## src/rtl/alu_seq.sv

```systemverilog
// rtl/alu_seq.sv - multi-cycle sequencer driving an 8-bit ALU for ADD16/SUB16/MUL8
module alu_seq #(
  parameter logic [7:0] CINS_ADC = 8'h11,
  parameter logic [7:0] CINS_SBC = 8'h13
) (
  input  logic        clk,
  input  logic        rst,
  input  logic        start,
  input  logic [1:0]  op,
  input  logic [15:0] opa,
  input  logic [15:0] opb,
  output logic        busy,
  output logic        done,
  output logic [15:0] result,
  output logic        carry,
  output logic        overflow,
  output logic [7:0]  alu_a,
  output logic [7:0]  alu_b,
  output logic [7:0]  alu_cins,
  output logic        alu_oe,
  output logic        alu_carryin,
  input  logic [7:0]  alu_out,
  input  logic        alu_carryout,
  input  logic        alu_overout
);

  localparam logic [1:0] OP_ADD = 2'b00;
  localparam logic [1:0] OP_SUB = 2'b01;
  localparam logic [1:0] OP_MUL = 2'b10;

  typedef enum logic [2:0] {S_IDLE, S_LO, S_HI, S_MUL, S_DONE} state_t;

  state_t      state;
  state_t      state_nxt;
  logic [15:0] a_q;
  logic [15:0] b_q;
  logic [1:0]  op_q;
  logic        c_q;
  logic [7:0]  p_hi;
  logic [7:0]  p_lo;
  logic [2:0]  cnt;
  logic        accept;
  logic [7:0]  p_hi_nxt;
  logic [7:0]  p_lo_nxt;

  // op=11 is reserved, so a strobe carrying it never leaves IDLE
  assign accept   = start && (op != 2'b11);
  // one shift-add step: the ALU sum plus carry shifts right into the product pair
  assign p_hi_nxt = {alu_carryout, alu_out[7:1]};
  assign p_lo_nxt = {alu_out[0], p_lo[7:1]};

  // state register
  always_ff @(posedge clk or posedge rst) begin
    if (rst) begin
      state <= S_IDLE;
    end else begin
      state <= state_nxt;
    end
  end

  // next-state logic
  always_comb begin
    state_nxt = state;
    case (state)
      S_IDLE: begin
        if (accept) begin
          state_nxt = (op == OP_MUL) ? S_MUL : S_LO;
        end
      end
      S_LO:    state_nxt = S_HI;
      S_HI:    state_nxt = S_DONE;
      S_MUL: begin
        if (cnt == 3'd7) begin
          state_nxt = S_DONE;
        end
      end
      S_DONE:  state_nxt = S_IDLE;
      default: state_nxt = S_IDLE;
    endcase
  end

  // handshake and ALU drive, purely from state and latched registers
  always_comb begin
    busy        = 1'b0;
    done        = 1'b0;
    alu_a       = 8'h00;
    alu_b       = 8'h00;
    alu_cins    = 8'h00;
    alu_oe      = 1'b0;
    alu_carryin = 1'b0;
    case (state)
      S_LO: begin
        busy        = 1'b1;
        alu_a       = a_q[7:0];
        alu_b       = b_q[7:0];
        alu_cins    = (op_q == OP_SUB) ? CINS_SBC : CINS_ADC;
        alu_oe      = 1'b1;
        alu_carryin = (op_q == OP_SUB);
      end
      S_HI: begin
        busy        = 1'b1;
        alu_a       = a_q[15:8];
        alu_b       = b_q[15:8];
        alu_cins    = (op_q == OP_SUB) ? CINS_SBC : CINS_ADC;
        alu_oe      = 1'b1;
        alu_carryin = c_q;
      end
      S_MUL: begin
        busy        = 1'b1;
        alu_a       = p_hi;
        alu_b       = p_lo[0] ? a_q[7:0] : 8'h00;
        alu_cins    = CINS_ADC;
        alu_oe      = 1'b1;
        alu_carryin = 1'b0;
      end
      S_DONE: begin
        done = 1'b1;
      end
      default: begin
      end
    endcase
  end

  // operand latch, byte-pass capture and result/flag registers
  always_ff @(posedge clk or posedge rst) begin
    if (rst) begin
      a_q      <= 16'h0000;
      b_q      <= 16'h0000;
      op_q     <= 2'b00;
      c_q      <= 1'b0;
      p_hi     <= 8'h00;
      p_lo     <= 8'h00;
      cnt      <= 3'd0;
      result   <= 16'h0000;
      carry    <= 1'b0;
      overflow <= 1'b0;
    end else begin
      case (state)
        S_IDLE: begin
          if (accept) begin
            a_q  <= opa;
            b_q  <= opb;
            op_q <= op;
            c_q  <= 1'b0;
            p_hi <= 8'h00;
            p_lo <= opb[7:0];
            cnt  <= 3'd0;
          end
        end
        S_LO: begin
          result[7:0] <= alu_out;
          c_q         <= alu_carryout;
        end
        S_HI: begin
          result[15:8] <= alu_out;
          carry        <= alu_carryout;
          overflow     <= alu_overout;
        end
        S_MUL: begin
          p_hi     <= p_hi_nxt;
          p_lo     <= p_lo_nxt;
          cnt      <= cnt + 3'd1;
          // result tracks the running product; it is final on the eighth step
          result   <= {p_hi_nxt, p_lo_nxt};
          carry    <= (p_hi_nxt != 8'h00);
          overflow <= 1'b0;
        end
        default: begin
        end
      endcase
    end
  end

endmodule

```

## config.mk

```make
export PLATFORM = sky130hd
export DESIGN_NAME = alu_seq
export DESIGN_NICKNAME = d
export VERILOG_FILES = /design/src/rtl/alu_seq.sv
export SDC_FILE = /design/constraint.sdc
export NUM_CORES = 1
export LEC_CHECK = 0
export BUFFER_PORTS_ARGS = -buffer_cell sky130_fd_sc_hd__buf_2
export CAP_MARGIN = 20
export CELL_PAD_IN_SITES_DETAIL_PLACEMENT = 1
export CELL_PAD_IN_SITES_GLOBAL_PLACEMENT = 2
export CORE_ASPECT_RATIO = 1.75
export CORE_MARGIN = 3
export CORE_UTILIZATION = 27
export DETAILED_ROUTE_END_ITERATION = 12
export HOLD_SLACK_MARGIN = 0.02
export PLACE_DENSITY = 0.7
export SYNTH_ARGS = -nofsm -noshare
export SYNTH_HDL_FRONTEND = slang
export SYNTH_SLANG_ARGS = --single-unit
```

## constraint.sdc

```tcl
create_clock -name clk -period 5.9 [get_ports clk]
set_clock_uncertainty 0.05 [all_clocks]
set_input_delay 0 -clock clk [delete_from_list [all_inputs] [get_ports clk]]
set_output_delay 0 -clock clk [all_outputs]
set_load 0.02 [all_outputs]
```

==> out/metrics.cfg, run 1 <==
[clock_network]
cts_num_sinks = 75
cts_made_buffers = 9
cts_tree = built
clk_latency_ps = 340
clockBufferDepth = 2
cts_setup_buffers = 0
clkTransAtPathRegs_ps = 60
cts-root-buf = clkbuf_16
htree_levels = 3

[timing]
slew_headroom_pct = 33.9
max_freq_mhz = 345
rsz0062_at_grt = false
maxSlewViolCount = 0
report.final.hold_viol_count = 0
setup_viol = 0
fin_tns_setup_ps = 0
worst_pin_slew_ps = 992
timing.final.crit_share_pct = 49.2
setup_ws_ps = 3000
finalCriticalPeriod_ps = 2900

[detailed_routing]
routed_via_density = 4.60
ant_nets = 0
drt_iter0_drc = 85
wirelength_mm = 11.1
wire_per_inst_um = 17.4
vias = 2932
drc = 0
firstDrtPassIters = 4

[layout]
diodes = 0
drive_gt1_share_pct = 30.2
final_cell_mix = buf_2 (87), dfrtp_1 (75), nand2_1 (61)
final_common_cell = buf_2
area_growth_pct = 33.1
nets = 507

[worst_hold_path]
worstHoldPathType = in2reg

[critical_path]
cp-startpoint = state[0]
reg2reg_to = p_lo[7]
reg2reg_depth = 5
slowest_stage = nor2_8
cp-end-kind = flip-flop
r2r_slack_ps = 3000
max_stage_delay_ps = 680
crit_chain = buf_4, or4b_4, nor2_8, o211ai_1, dlygate4sd3_1
critical_path_class = reg2reg
worst-path-buf-inv = 2
critPathRequiredTime_ps = 6070
crit_family = simple AND/OR/NAND/NOR gates
endpoint = p_lo[7]
cp.arrival_ps = 3080
crit_fanout = 44
critPathLaunchType = flip-flop
cp.depth = 5
crit-reg2reg-launch = state[0]

[placement]
routabilityCongestion = 0.732
port_buffers = 87
dp_hpwl_mm = 7.91
dp_slack_ps = 3340

[synth]
synth_seq_cells = 75
synth.cell_area_sq_mm = 0.00370
yosysSeqAreaShare_pct = 50.8
synth_edf_count = 0
synth.distinct_cells = 43
synth_ff_type = dfrtp_1
synth_area_per_cell_sq_um = 10.9
yosysWarnings = 0
syn_inst = 339
ys_async_sr_fraction_pct = 100

[floorplan]
io_pins = 93
die_y_um = 161
die-area_sq_mm = 0.0152
die_width_um = 94.4
core_sq_mm = 0.0134
start_util_pct = 27.6
fp-row-count = 56

[pwr]
vdd_drop_max_mv = 0.174
p_leak_nw = 2.32
p_per_area_mw_per_mm2 = 533
total_power_mw = 2.62

[grt]
grt_max_degree = 76
grt_overflow = 0
grt_usage_pct = 15.1
grt_pass1_vias = 3071
met1_usage_pct = 17.2
grt_pass1_wl_mm = 17.1
antenna_found_initial = 0
grt_use_met3_pct = 2.72
met2_usage_pct = 27.3
busiest_layer = met2

[flow_run]
drv.max_cap_violation_count = 0

[outcome]
status = finished clean

cell usage after synthesis (9+ instances only):
cell,n,area (sq um)
dfrtp_1,75,1880
clkbuf_1,13,48.8
o211ai_1,9,67.6
and2_1,9,56.3
mux2_2,12,135
mux2i_1,16,160
nor2_1,12,45.0
nand2_1,61,229
mux2_4,20,300
o21ai_0,36,180
metrics by stage:
stage | std cells | hold WS [ps] | instance area (sq um) | util [%]
4_1_cts | 637 | 72.0 | 4920 | 36.8
3_5_place_dp | 574 | 184 | 4190 | 31.3
2_1_floorplan | 343 | 66.8 | 3710 | -
6_report | 637 | 73.3 | 4920 | 36.8
3_3_place_gp | 574 | 172 | 4190 | 31.3
5_1_grt | 637 | 137 | 4920 | 36.8
cells by family after synthesis:
logic type | Yosys count | share of synthesized area [%]
AOI/OAI and AO/OA | 73 | 12.9
adders and majority gates | 2 | 0.677
buffers and inverters | 36 | 5.76
DFF | 75 | 50.8
muxes | 49 | 16.4
other | 1 | 0.101
and+or+nand+nor | 103 | 13.4
routing by layer:
| layer | wire length (um) | part of all wire [%] |
|---|---|---|
| met1 | 4480 | 40 |
| met2 | 5930 | 53 |
| met3 | 431 | 3.9 |
| met4 | 253 | 2.3 |
| met5 | 0 | 0 |
sequential cells by signal (all words and copies together) (netlist names):
register,cells
state,3
c_q,1
a_q,16
carry,1
op_q,2
overflow,1
p_lo,8
p_hi,8
b_q,16
cnt,3
result,16
worst min-delay path: cells and delay by family:
kind	cells	cell delay, ps
AOI/OAI and AO/OA	1	60
buffers and inverters	1	130
and+or+nand+nor	2	230
area by class of cell:
type | instances | area [sq um]
multi-input cells | 232 | 1620
repair buffers | 137 | 928
inverters | 3 | 11.3
clock inverters | 5 | 30.0
clock buffers | 11 | 233
flip-flops and latches | 75 | 1880
fillers | 1542 | 8460
well taps | 174 | 218
worst min-delay path by stage:
stage | slack [ps] | startpoint | end | cells after the start
final | 70 | start | state[1] | 4
after global placement | 170 | opb[15] | b_q[15] | 2
after global routing | 140 | start | state[1] | 4
after CTS | 70 | start | state[1] | 4
after floorplan | 70 | alu_out[1] | p_hi[0] | 2
after detailed placement | 180 | opa[8] | a_q[8] | 2
what timing repair did:
action,CTS,global route
resized for setup,0,0
hold endpoints to repair,141,0
hold buffers,47,0
report_power, final:
group | total, mW | internal (mW) | switching (mW)
clock | 0.499 | 0.283 | 0.216
sequential | 0.954 | 0.765 | 0.189
combinational | 1.17 | 0.509 | 0.660
total | 2.62 | 1.56 | 1.07
Note: power is estimated with default switching activity, not from simulation.
==> run 2: changes to the inputs <==
--- a/config.mk
+++ b/config.mk
@@ -5,6 +5,7 @@
 export SDC_FILE = /design/constraint.sdc
 export NUM_CORES = 1
 export LEC_CHECK = 0
+export ABC_AREA = 1
 export BUFFER_PORTS_ARGS = -buffer_cell sky130_fd_sc_hd__buf_2
 export CAP_MARGIN = 20
 export CELL_PAD_IN_SITES_DETAIL_PLACEMENT = 1
@@ -14,7 +15,7 @@
 export CORE_UTILIZATION = 27
 export DETAILED_ROUTE_END_ITERATION = 12
 export HOLD_SLACK_MARGIN = 0.02
-export PLACE_DENSITY = 0.7
+export PLACE_DENSITY = 0.8
 export SYNTH_ARGS = -nofsm -noshare
 export SYNTH_HDL_FRONTEND = slang
 export SYNTH_SLANG_ARGS = --single-unit
==> constraint.sdc (replaced) <==
create_clock -name clk -period 2.32 [get_ports clk]
set_clock_uncertainty 0.05 [all_clocks]
set_input_delay 0 -clock clk [delete_from_list [all_inputs] [get_ports clk]]
set_output_delay 0 -clock clk [all_outputs]
set_load 0.02 [all_outputs]
==> out/metrics.cfg, run 2 <==
[clock_network]
cts-root-buf = clkbuf_16
clkTransAtPathRegs_ps = 60  ; about the same
clk_latency_ps = 340  ; about the same
cts_tree = built
htree_levels = 3  ; unchanged
cts_setup_buffers = 0  ; unchanged
ctsResizeCount = 0  ; unchanged
cts_num_sinks = 75  ; unchanged
cts_made_buffers = 9  ; unchanged
clockBufferDepth = 2  ; unchanged
cts_hold_buf = 45  ; -4.3%

[layout]
final_cell_mix = nand2_1 (225), buf_2 (87), dfrtp_1 (75)
nets = 616  ; +21%
regArea_sq_mm = 0.00188  ; unchanged
diodes = 0  ; unchanged
stdcell_count = 740  ; +16%
area_growth_pct = 37.8
finish.utilization_pct = 38.4  ; +1.7 points
nFillCells = 1560  ; +1.2%
multi_input_area_sq_mm = 0.00143  ; -12%
final_common_cell = nand2_1
drive_gt1_share_pct = 21.5  ; -8.7 points
largestRegisters = a_q (16), b_q (16), result (16)

[floorplan]
start_util_pct = 27.9  ; +0.27 points
fp-row-count = 54  ; -3.6%
die-area_sq_mm = 0.0145  ; -4.4%
core_sq_mm = 0.0126  ; -5.6%
die_width_um = 92.4  ; -2.2%
die_y_um = 157  ; -2.3%
io_pins = 93  ; unchanged

[outcome]
status = finished clean

[synth]
yosysMostFrequentCell = nand2_1
ys_async_sr_fraction_pct = 100  ; unchanged
yosys.area.top_type = dfrtp_1
syn_inst = 441  ; +30%
synth_seq_cells = 75  ; unchanged
yosysWarnings = 0  ; unchanged
synth_top_area_share_pct = 53.3  ; +2.5 points
synth_area_per_cell_sq_um = 7.99  ; -27%
synth_edf_count = 0  ; unchanged
synth_ff_type = dfrtp_1
synth.cell_area_sq_mm = 0.00352  ; -4.7%
yosys-top-cells-count = nand2_1 (225), dfrtp_1 (75), nand3_1 (56)
ys_top_cells_by_area = dfrtp_1 (53%), nand2_1 (24%), nand3_1 (8.0%)
yosysSeqAreaShare_pct = 53.3  ; +2.5 points
synth.distinct_cells = 23  ; -47%

[pwr]
p_leak_nw = 2.62  ; +13%
total_power_mw = 6.27  ; +140%
p_per_area_mw_per_mm2 = 1290  ; +140%
vdd_drop_max_mv = 0.421  ; +140%

[detailed_routing]
firstDrtPassIters = 4  ; unchanged
ant_nets = 0  ; unchanged
drc = 0  ; unchanged
routed-wl-met3_um = 403  ; -6.5%
routed_via_density = 4.63  ; +0.53%
wire_per_inst_um = 16.9  ; -2.8%
highest_layer = met4
drt_iter0_drc = 97  ; +14%
wl_met1_mm = 4.70  ; +5.0%
vias = 3424  ; +17%
wirelength_mm = 12.5  ; +13%
routed-wl-met2_mm = 7.04  ; +19%

[grt]
grt_usage_pct = 18.0  ; +3.0 points
grt_max_degree = 47  ; -38%
grt_pass1_wl_mm = 20.0  ; +17%
grt_overflow = 0  ; unchanged
antenna_found_initial = 0  ; unchanged
grt_pass1_vias = 3705  ; +21%

[timing]
maxSlewViolCount = 0  ; unchanged
timing.final.crit_share_pct = 88.4
worst_pin_slew_ps = 710  ; -281 ps
setup_viol = 0  ; unchanged
slew_headroom_pct = 52.6  ; +19 points
rsz0062_at_grt = false
fin_tns_setup_ps = 0  ; unchanged
finalCriticalPeriod_ps = 2050
max_freq_mhz = 487
report.final.hold_viol_count = 0  ; unchanged

[flow_run]
drv.max_cap_violation_count = 0  ; unchanged

[worst_hold_path]
holdPathEnd = state[0]
worstHoldPathType = in2reg
min_path_cells = 3  ; -1
hold_path.startpoint = start

[critical_path]
crit-reg2reg-launch = state[0]
critPathLaunchType = flip-flop
reg2reg_to = result[9]
critPathRequiredTime_ps = 2270  ; -3800 ps
critical_path_class = reg2out
slowest_stage = dfrtp_1
max_stage_delay_ps = 550  ; -130 ps
r2r_slack_ps = 610  ; -2390 ps
cp.arrival_ps = 2000  ; -1080 ps
crit_fanout = 18  ; -59%
crit_chain = nor2_4, nand2_2, inv_2, nand2_1, nand3_1, buf_2
cp-end-kind = output port
reg2reg_depth = 4  ; -1

[placement]
routabilityCongestion = 0.812  ; +11%
dp_hpwl_mm = 9.19  ; +16%
dp_cells = 679  ; +18%
port_buffers = 87  ; unchanged

run 2: cell types whose count changed in the layout (fill, tap and decap cells not counted), moves of 4 or more:
cell      delta
a221o_1      -8
a22oi_1      -8
and2_1       -9
inv_1       +10
inv_2        +4
mux2_2      -12
mux2_4      -20
mux2i_1     -16
nand2_1    +164
nand3_1     +48
nor2_1      -10
o211ai_1     +7
o21ai_0     -29
run 2: routing by layer:
metal  up-vias  track usage [%]
met5         -                0
met4         0             7.87
met3        26             3.20
met2        81             34.3
met1      1673             19.1
li1       1644                -
run 2: kinds of logic (layout without fill, tap and decap cells):
logic type               count (synthesis)  in the layout  share of synthesized area, %
flip-flops                              75             75                          53.3
AO/OA/AOI/OAI                           26             26                          4.94
other                                    1              5                         0.106
adder cells (fa/ha/maj)                  2              2                         0.710
buffers and inverters                   44            171                          6.53
AND/OR/NAND/NOR                        293            293                          34.4
run 2: layout make-up:
class,count,area share (%)
clock inverters,7,1.88
well taps,168,4.33
repair buffers,138,19.7
clock buffers,9,4.64
flip-flops and latches,75,38.7
inverters,17,1.31
multi-input cells,326,29.5
run 2: critical path, delay by kind of cell, from the launching register on:
| kind | cells | cell delay, ps |
|---|---|---|
| flip-flops | 1 | 550 |
| AND/OR/NAND/NOR | 4 | 610 |
| buffers and inverters | 2 | 500 |
run 2: through the flow:
stage / setup WS, ps / hold slack, ps / area [sq um]
CTS: 212 / 70.9 / 4850
floorplan: 360 / 59.6 / 3540
global placement: 644 / 91.4 / 4090
global route: 70.1 / 83.6 / 4850
detailed placement: 606 / 98.1 / 4090
finish: 268 / 79.5 / 4850
run 2: worst max path at each step:
stage               cells past startpoint  slack [ps]       end      from
global route                            6          70  alu_b[7]  state[0]
finish                                  6         270  alu_b[1]  state[0]
global placement                        5         640  alu_a[0]  state[0]
detailed placement                      6         610  alu_b[7]  state[0]
CTS                                     6         210  alu_b[7]  state[0]
floorplan                               1         360    a_q[0]       rst
run 2: power breakdown:
part	total [mW]	internal [mW]	switching, mW	leakage [nW]
clock	1.51	0.939	0.568	0.156
sequential	2.37	1.91	0.460	0.944
combinational	2.40	0.801	1.60	1.52
